### config.mk
export PLATFORM = sky130hd
export DESIGN_NAME = tristate_bus_receiver
export DESIGN_NICKNAME = d
export VERILOG_FILES = /design/src/rtl/tristate_bus_receiver_pkg.sv /design/src/rtl/tristate_bus_receiver_sync_ff.sv /design/src/rtl/tristate_bus_receiver.sv
export SDC_FILE = /design/constraint.sdc
export NUM_CORES = 1
export LEC_CHECK = 0
export ABC_AREA = 1
export ABC_CLOCK_PERIOD_IN_PS = 1000
export CAP_MARGIN = 15
export CORE_AREA = 3 3 40 42
export CTS_BUF_LIST = sky130_fd_sc_hd__clkbuf_8
export DETAILED_ROUTE_END_ITERATION = 7
export DIE_AREA = 0 0 43 45
export HOLD_SLACK_MARGIN = 0.1
export PLACE_DENSITY_LB_ADDON = 0.12
export SYNTH_ARGS = -nofsm -noshare
export SYNTH_HDL_FRONTEND = slang
export SYNTH_SLANG_ARGS = --single-unit
export TNS_END_PERCENT = 10
### constraint.sdc
create_clock -name clk -period 1 [get_ports clk]
set_input_delay 0.2 -clock clk [delete_from_list [all_inputs] [get_ports clk]]
set_output_delay 0.2 -clock clk [all_outputs]
set_load 0.02 [all_outputs]
### src/rtl/tristate_bus_receiver_pkg.sv
// Shared definitions for the three-state bus receiver: FSM state encoding
// and a counter-width helper.
package tristate_bus_receiver_pkg;

  localparam logic [1:0] ST_LISTEN = 2'd0;
  localparam logic [1:0] ST_OWN    = 2'd1;
  localparam logic [1:0] ST_TURN   = 2'd2;

  // Bits needed to hold every value 0..max_val, never less than one.
  function automatic int unsigned cnt_width(input int unsigned max_val);
    int unsigned w;
    w = 1;
    while ((max_val >> w) != 0) w = w + 1;
    return w;
  endfunction

endpackage

### src/rtl/tristate_bus_receiver_sync_ff.sv
// N-flop synchroniser with a configurable reset value, used on the raw
// bus read-back.
module sync_ff #(
  parameter int   N         = 2,
  parameter logic RESET_VAL = 1'b1
) (
  input  logic clk,
  input  logic rst,
  input  logic d,
  output logic q
);

  logic [N-1:0] chain_reg;

  always_ff @(posedge clk) begin
    if (rst) begin
      chain_reg <= {N{RESET_VAL}};
    end else begin
      chain_reg <= {chain_reg[N-2:0], d};
    end
  end

  assign q = chain_reg[N-1];

endmodule

### src/rtl/tristate_bus_receiver.sv
// Receive side of a shared three-state line: synchronise, glitch-filter and
// suppress the local echo. Optional edge pulses: TRISTATE_BUS_RX_EDGE_DET_EN.
module tristate_bus_receiver
  import tristate_bus_receiver_pkg::*;
#(
  parameter int   SYNC_STAGES = 2,
  parameter int   FILTER_LEN  = 4,
  parameter int   TURNAROUND  = 3,
  parameter logic IDLE_LEVEL  = 1'b1
) (
  input  logic clk,
  input  logic rst,
  input  logic bus_in,
  input  logic oe_local,
  output logic rx_data,
  output logic rx_valid,
  output logic rx_rise,
  output logic rx_fall
);

  localparam int TURN_W = cnt_width(TURNAROUND);
  localparam int FILT_W = cnt_width(FILTER_LEN - 1);

  logic              sync_q;
  logic [1:0]        state_reg, state_next;
  logic [TURN_W-1:0] turn_cnt_reg, turn_cnt_next;
  logic [FILT_W-1:0] filt_cnt_reg, filt_cnt_next;
  logic              rx_data_reg, rx_data_next;

  sync_ff #(
    .N         (SYNC_STAGES),
    .RESET_VAL (IDLE_LEVEL)
  ) u_sync (
    .clk (clk),
    .rst (rst),
    .d   (bus_in),
    .q   (sync_q)
  );

  always_comb begin
    state_next    = state_reg;
    turn_cnt_next = turn_cnt_reg;
    filt_cnt_next = '0;
    rx_data_next  = rx_data_reg;
    case (state_reg)
      ST_LISTEN: begin
        if (oe_local) begin
          state_next = ST_OWN;
        end else if (sync_q != rx_data_reg) begin
          // Only a run of FILTER_LEN differing samples moves the output.
          if (filt_cnt_reg == FILT_W'(FILTER_LEN - 1)) begin
            rx_data_next = sync_q;
          end else begin
            filt_cnt_next = filt_cnt_reg + 1'b1;
          end
        end
      end
      ST_OWN: begin
        if (!oe_local) begin
          state_next    = ST_TURN;
          turn_cnt_next = TURN_W'(TURNAROUND);
        end
      end
      ST_TURN: begin
        if (oe_local) begin
          state_next = ST_OWN;
        end else if (turn_cnt_reg == TURN_W'(1)) begin
          // Re-seed from the line so stale pre-drive data is never reported.
          state_next   = ST_LISTEN;
          rx_data_next = sync_q;
        end else begin
          turn_cnt_next = turn_cnt_reg - 1'b1;
        end
      end
      default: begin
        state_next    = ST_TURN;
        turn_cnt_next = TURN_W'(TURNAROUND);
      end
    endcase
  end

  always_ff @(posedge clk) begin
    if (rst) begin
      state_reg    <= ST_TURN;
      turn_cnt_reg <= TURN_W'(TURNAROUND);
      filt_cnt_reg <= '0;
      rx_data_reg  <= IDLE_LEVEL;
    end else begin
      state_reg    <= state_next;
      turn_cnt_reg <= turn_cnt_next;
      filt_cnt_reg <= filt_cnt_next;
      rx_data_reg  <= rx_data_next;
    end
  end

  assign rx_data  = rx_data_reg;
  assign rx_valid = (state_reg == ST_LISTEN);

`ifdef TRISTATE_BUS_RX_EDGE_DET_EN
  logic prev_data_reg, prev_listen_reg, rise_reg, fall_reg;

  // A change counts as an edge only if it happened while already listening,
  // which excludes the re-seed on the TURN->LISTEN edge.
  always_ff @(posedge clk) begin
    if (rst) begin
      prev_data_reg   <= IDLE_LEVEL;
      prev_listen_reg <= 1'b0;
      rise_reg        <= 1'b0;
      fall_reg        <= 1'b0;
    end else begin
      prev_data_reg   <= rx_data_reg;
      prev_listen_reg <= (state_reg == ST_LISTEN);
      rise_reg        <= prev_listen_reg && !prev_data_reg && rx_data_reg;
      fall_reg        <= prev_listen_reg && prev_data_reg && !rx_data_reg;
    end
  end

  assign rx_rise = rise_reg;
  assign rx_fall = fall_reg;
`else
  assign rx_rise = 1'b0;
  assign rx_fall = 1'b0;
`endif

endmodule

# After elaboration in Yosys (flattened, before gate mapping)
# Index checks and enable logic that the tools add are counted.
[classes]
addsub = 2
n_eq_ne = 14
n_mux = 15
n_bitwise = 2
reduce_logical = 6
[ops]
columns = ["op", "count"]
rows = [
  ["$mux 2", 7],
  ["$ne 2x2->1 const B", 6],
  ["$pmux 2 s3", 2],
  ["$reduce_and 6->1", 1],
  ["$mux 1", 5],
  ["$reduce_or 5->1", 1],
  ["$eq 2x1->1 const B", 2],
  ["$eq 2x2->1 const B", 2],
  ["$ne 2x1->1 const B", 2],
  ["$reduce_and 4->1", 1],
  ["$ne 3x3->1 const B", 1],
  ["$reduce_and 3->1", 1],
  ["$add 2x1->2 const B", 1],
  ["$logic_not 2->1", 1],
  ["$not 1->1", 2],
  ["$pmux 1 s2", 1],
  ["$reduce_bool 2->1", 1],
  ["$sub 2x1->2 const B", 1],
  ["$ne 1x1->1", 1],
]
[totals]
register_bits = 9

# Depth between registers and ports, before layout
[depth]
ltp_word = 5
depth_mapped = 7
ltp_nobuf = 7

# Modules after synthesis
# From an unflattened synthesis, not the netlist that was laid out.
[hier_totals]
cells_unflattened = 57
hier_area_um2 = 439.2
[modules_own_cells]
columns = ["mod", "instances", "cells_each", "area_each_um2"]
rows = [
  ["tristate_bus_receiver", 1, 50, 380.4],
  ["sync_ff", 1, 7, 58.8],
]

# Worst setup path before layout
# OpenSTA, ideal clock, no wires.
[synth_timing]
path_kind = "register -> register"
from = "register turn_cnt_reg[0]"
to = "register rx_data_reg (netlist: rx_data)"
setup_ns = 0.120
arrival_time_ns = 0.915
path_slack_ns = -0.036
stages_incl_launch_ff = 7
n_path_buf = 0
synth_period_minus_slack_ns = 1.036
path_cell_list = "dfxtp_1 > ha_1 > inv_1 > a21oi_1 > nand3_1 > nand2_1 > nand3_1"
[synth_between]
elab_chain_cells = 3
[synth_lines]
columns = ["item", "line_no", "rtl"]
rows = [
  ["start: declaration", "tristate_bus_receiver.sv:26", "logic [TURN_W-1:0] turn_cnt_reg, turn_cnt_next;"],
  ["start signal: assignment", "tristate_bus_receiver.sv:85", "turn_cnt_reg <= TURN_W'(TURNAROUND);"],
  ["start signal: assignment", "tristate_bus_receiver.sv:90", "turn_cnt_reg <= turn_cnt_next;"],
  ["$eq 2x1->1", "tristate_bus_receiver.sv:67", "end else if (turn_cnt_reg == TURN_W'(1)) begin"],
  ["$ne 2x2->1 (no line)", "--", ""],
  ["$reduce_and 6->1 (no line)", "--", ""],
  ["end signal: assignment", "tristate_bus_receiver.sv:92", "rx_data_reg <= rx_data_next;"],
  ["end: declaration", "tristate_bus_receiver.sv:28", "logic rx_data_reg, rx_data_next;"],
]
# No other way between the ends.
# A chain may end at the register's enable or synchronous reset.

# Worst setup path after layout
[layout_timing]
from = "register state_reg[0]"
to = "output rx_valid"
[layout_between]
elab_chain_cells = 1
[layout_lines]
columns = ["item", "line_no", "rtl"]
rows = [
  ["start: declaration", "tristate_bus_receiver.sv:25", "logic [1:0] state_reg, state_next;"],
  ["start signal: assignment", "tristate_bus_receiver.sv:89", "state_reg <= state_next;"],
  ["$logic_not 2->1", "tristate_bus_receiver.sv:97", "assign rx_valid = (state_reg == ST_LISTEN);"],
  ["end: declaration", "tristate_bus_receiver.sv:16", "output logic rx_valid,"],
]
# No other way between the ends.

==> impl_metrics.tcl <==
set metrics [dict create \
    status "complete, but fails checks" \
    failed_checks "setup timing" \
    critPathKind "flip-flop to output port" \
    hpwl_um 538.5 \
    dp.cells 78 \
    cts_made_buffers 3 \
    die_x_um 43 \
    firstDrtPassIters 2 \
    vias 345 \
    grt_max_degree 6 \
    drv_slew 0 \
    root_buffer "clkbuf_8" \
    hold_path_end "u_sync.chain_reg[1]" \
    die_h_um 45 \
    clk_latency_ps 230 \
    grt_setup_unrepaired "true" \
    synth_largest_area_cell "dfxtp_1" \
    rows 13 \
    num_antenna_cells 0 \
    io_pins 8 \
    synthArstFlopShare 0 \
    initial_core_util 0.3135 \
    synth_area_sq_um 402.9 \
    coreArea_sq_mm 0.001285 \
    fin_crit_sh 1.015 \
    final_hold_viol_count 0 \
    routedWlPerCell_um 8.337 \
    drive_above_1_share 0.4559 \
    dp_slack_ps -247.1 \
    ys_types 16 \
    period_needed_ps 1015 \
    n_fill_cell 127 \
    routed_via_density 4.157 \
    p_leak_nw 0.2895 \
    multi_input_area_sq_um 219.0 \
    max_freq_mhz 985.1 \
    whs_path_depth 1 \
    total_power_w 0.001047 \
    synth_top_area_frac 0.4472 \
    synthCells 53 \
    instances_no_fill 83 \
    ant_nets 0 \
    min-delay-start "u_sync.chain_reg[0]" \
    gp_congestion 0.6933 \
    drtIter0Drc 1 \
    worst-r2r-cell-count 7 \
    ys_ff_latch 9 \
    critPathRequiredTime_ps 800 \
    seq_area_frac_synth 0.4472 \
    skew_ps 3.510 \
    fp.dieArea_sq_mm 0.001935 \
    cts_tree "done" \
    grt_pass1_wl_mm 1.166 \
    synthTopCellsByCount "10 x inv_1, 9 x dfxtp_1, 9 x nand2_1, 5 x nand3_1, 5 x nor2_1" \
    wirelength_um 692 \
    htree_levels 1 \
    clock-sinks 9 \
    r2r_start "turn_cnt_reg[1]" \
    drc 0 \
    grt_usage 0.08514 \
    critPathCaptureType "output port" \
    hold_buffers 0 \
    setup_slack_ps -15.13 \
    synth_area_leaders "dfxtp_1 45%, inv_1 9.3%, nand2_1 8.4%" \
    start_kind "flip-flop" \
    yosysMostFrequentCell "inv_1" \
    rrSetupSlack_ps -10 \
    rr_endpoint "rx_data" \
    grt_pass1_vias 302 \
    synth-main-ff-cell "dfxtp_1" \
    crit_path_max_fanout 2 \
    clockBufferDepth 2 \
    vdd_drop_max_mv 1.250 \
    finalSetupTns_ps -25.41 \
    nNetsFinal 75 \
    max_cap_viol_count 0 \
    hp-class "flip-flop to flip-flop" \
    finalSetupViolations 2 \
    regArea_sq_um 185.2 \
    power_density_mw_per_mm2 1721 \
    antenna_found_initial 0 \
    postLayoutCoreUtil 0.4732 \
    grt_overflow 0 \
    area_growth_pct 50.93 \
    crit_arrival_ps 820 \
    cts.clk_slew.worst_paths_ps 50 \
    yosys_warnings 0 \
    port_buffers 5 \
    synth_edf_count 0 \
    avgSynthCellArea_sq_um 7.602 \
]
## kinds of logic (layout without fill, tap and decap cells)
group / Yosys count / in the layout / synth area share
buf+inv: 12 / 26 / 0.1304
compound gates: 3 / 3 / 0.04659
fa+ha+maj: 2 / 2 / 0.06210
xor+xnor: 1 / 1 / 0.02174
simple gates: 25 / 25 / 0.2826
flops: 9 / 9 / 0.4472
other cells: 1 / 2 / 0.009308
## where the power goes
| part | total (W) | switching, W | internal (W) |
|---|---|---|---|
| logic | 0.000236 | 0.000121 | 0.000115 |
| registers | 0.000408 | 0.0000175 | 0.000390 |
| clock network | 0.000402 | 0.000136 | 0.000267 |
| total | 0.00105 | 0.000275 | 0.000772 |
## worst max path at each step
stage | to | startpoint | slack, ps
finish | rx_valid | state_reg[0] | -20
global route | turn_cnt_reg[1] | turn_cnt_reg[1] | -80
CTS | rx_data | turn_cnt_reg[1] | -50
detailed placement | turn_cnt_reg[1] | oe_local | -250
global placement | turn_cnt_reg[1] | oe_local | -250
floorplan | rx_data | turn_cnt_reg[0] | 2
## area by class of cell
class	count	area share
Clock buffer	3	0.06790
Timing Repair Buffer	12	0.1687
Inverter	10	0.06173
Clock inverter	1	0.006173
Tap cell	15	0.03086
Sequential cell	9	0.3045
Multi-Input combinational cell	33	0.3601
## layout by cell type (no fill, tap or decap), drive strengths merged
cell,Yosys,final
a21oi,2,2
buf,2,9
clkbuf,0,3
clkdlybuf4s50,0,3
conb,1,2
dfxtp,9,9
ha,2,2
inv,10,11
nand2,10,10
nand3,5,5
nand4,1,1
nor2,6,6
nor3,1,1
o21ai,1,1
or2,2,2
xor2,1,1
## worst max-delay path, cell delays in order (launching register included)
cell and delay (ps):
dfxtp_2 320, nor2_2 130, buf_6 130
## repair_timing
item                                    in CTS  in global routing
resized for setup                           17                 10
endpoints found under the setup margin       5                  7
setup buffers                                1                  0
pin swaps                                    3                  5
## per-layer routing
metal / share of wire / GRT usage
met4: 0 / 0.01807
met1: 0.46 / 0.09709
met3: 0.081 / 0.07171
met2: 0.45 / 0.1228
met5: 0 / 0
## stage by stage
step                      instance area [sq um]  hold slack [ps]
after floorplan                           410.4            272.4
after global placement                    509.2            392.4
after detailed placement                  509.2            397.8
after CTS                                 580.6            408.1
after global routing                      608.1            429.6
final                                     608.1            403.6
Power figures use the tool's default switching activity.
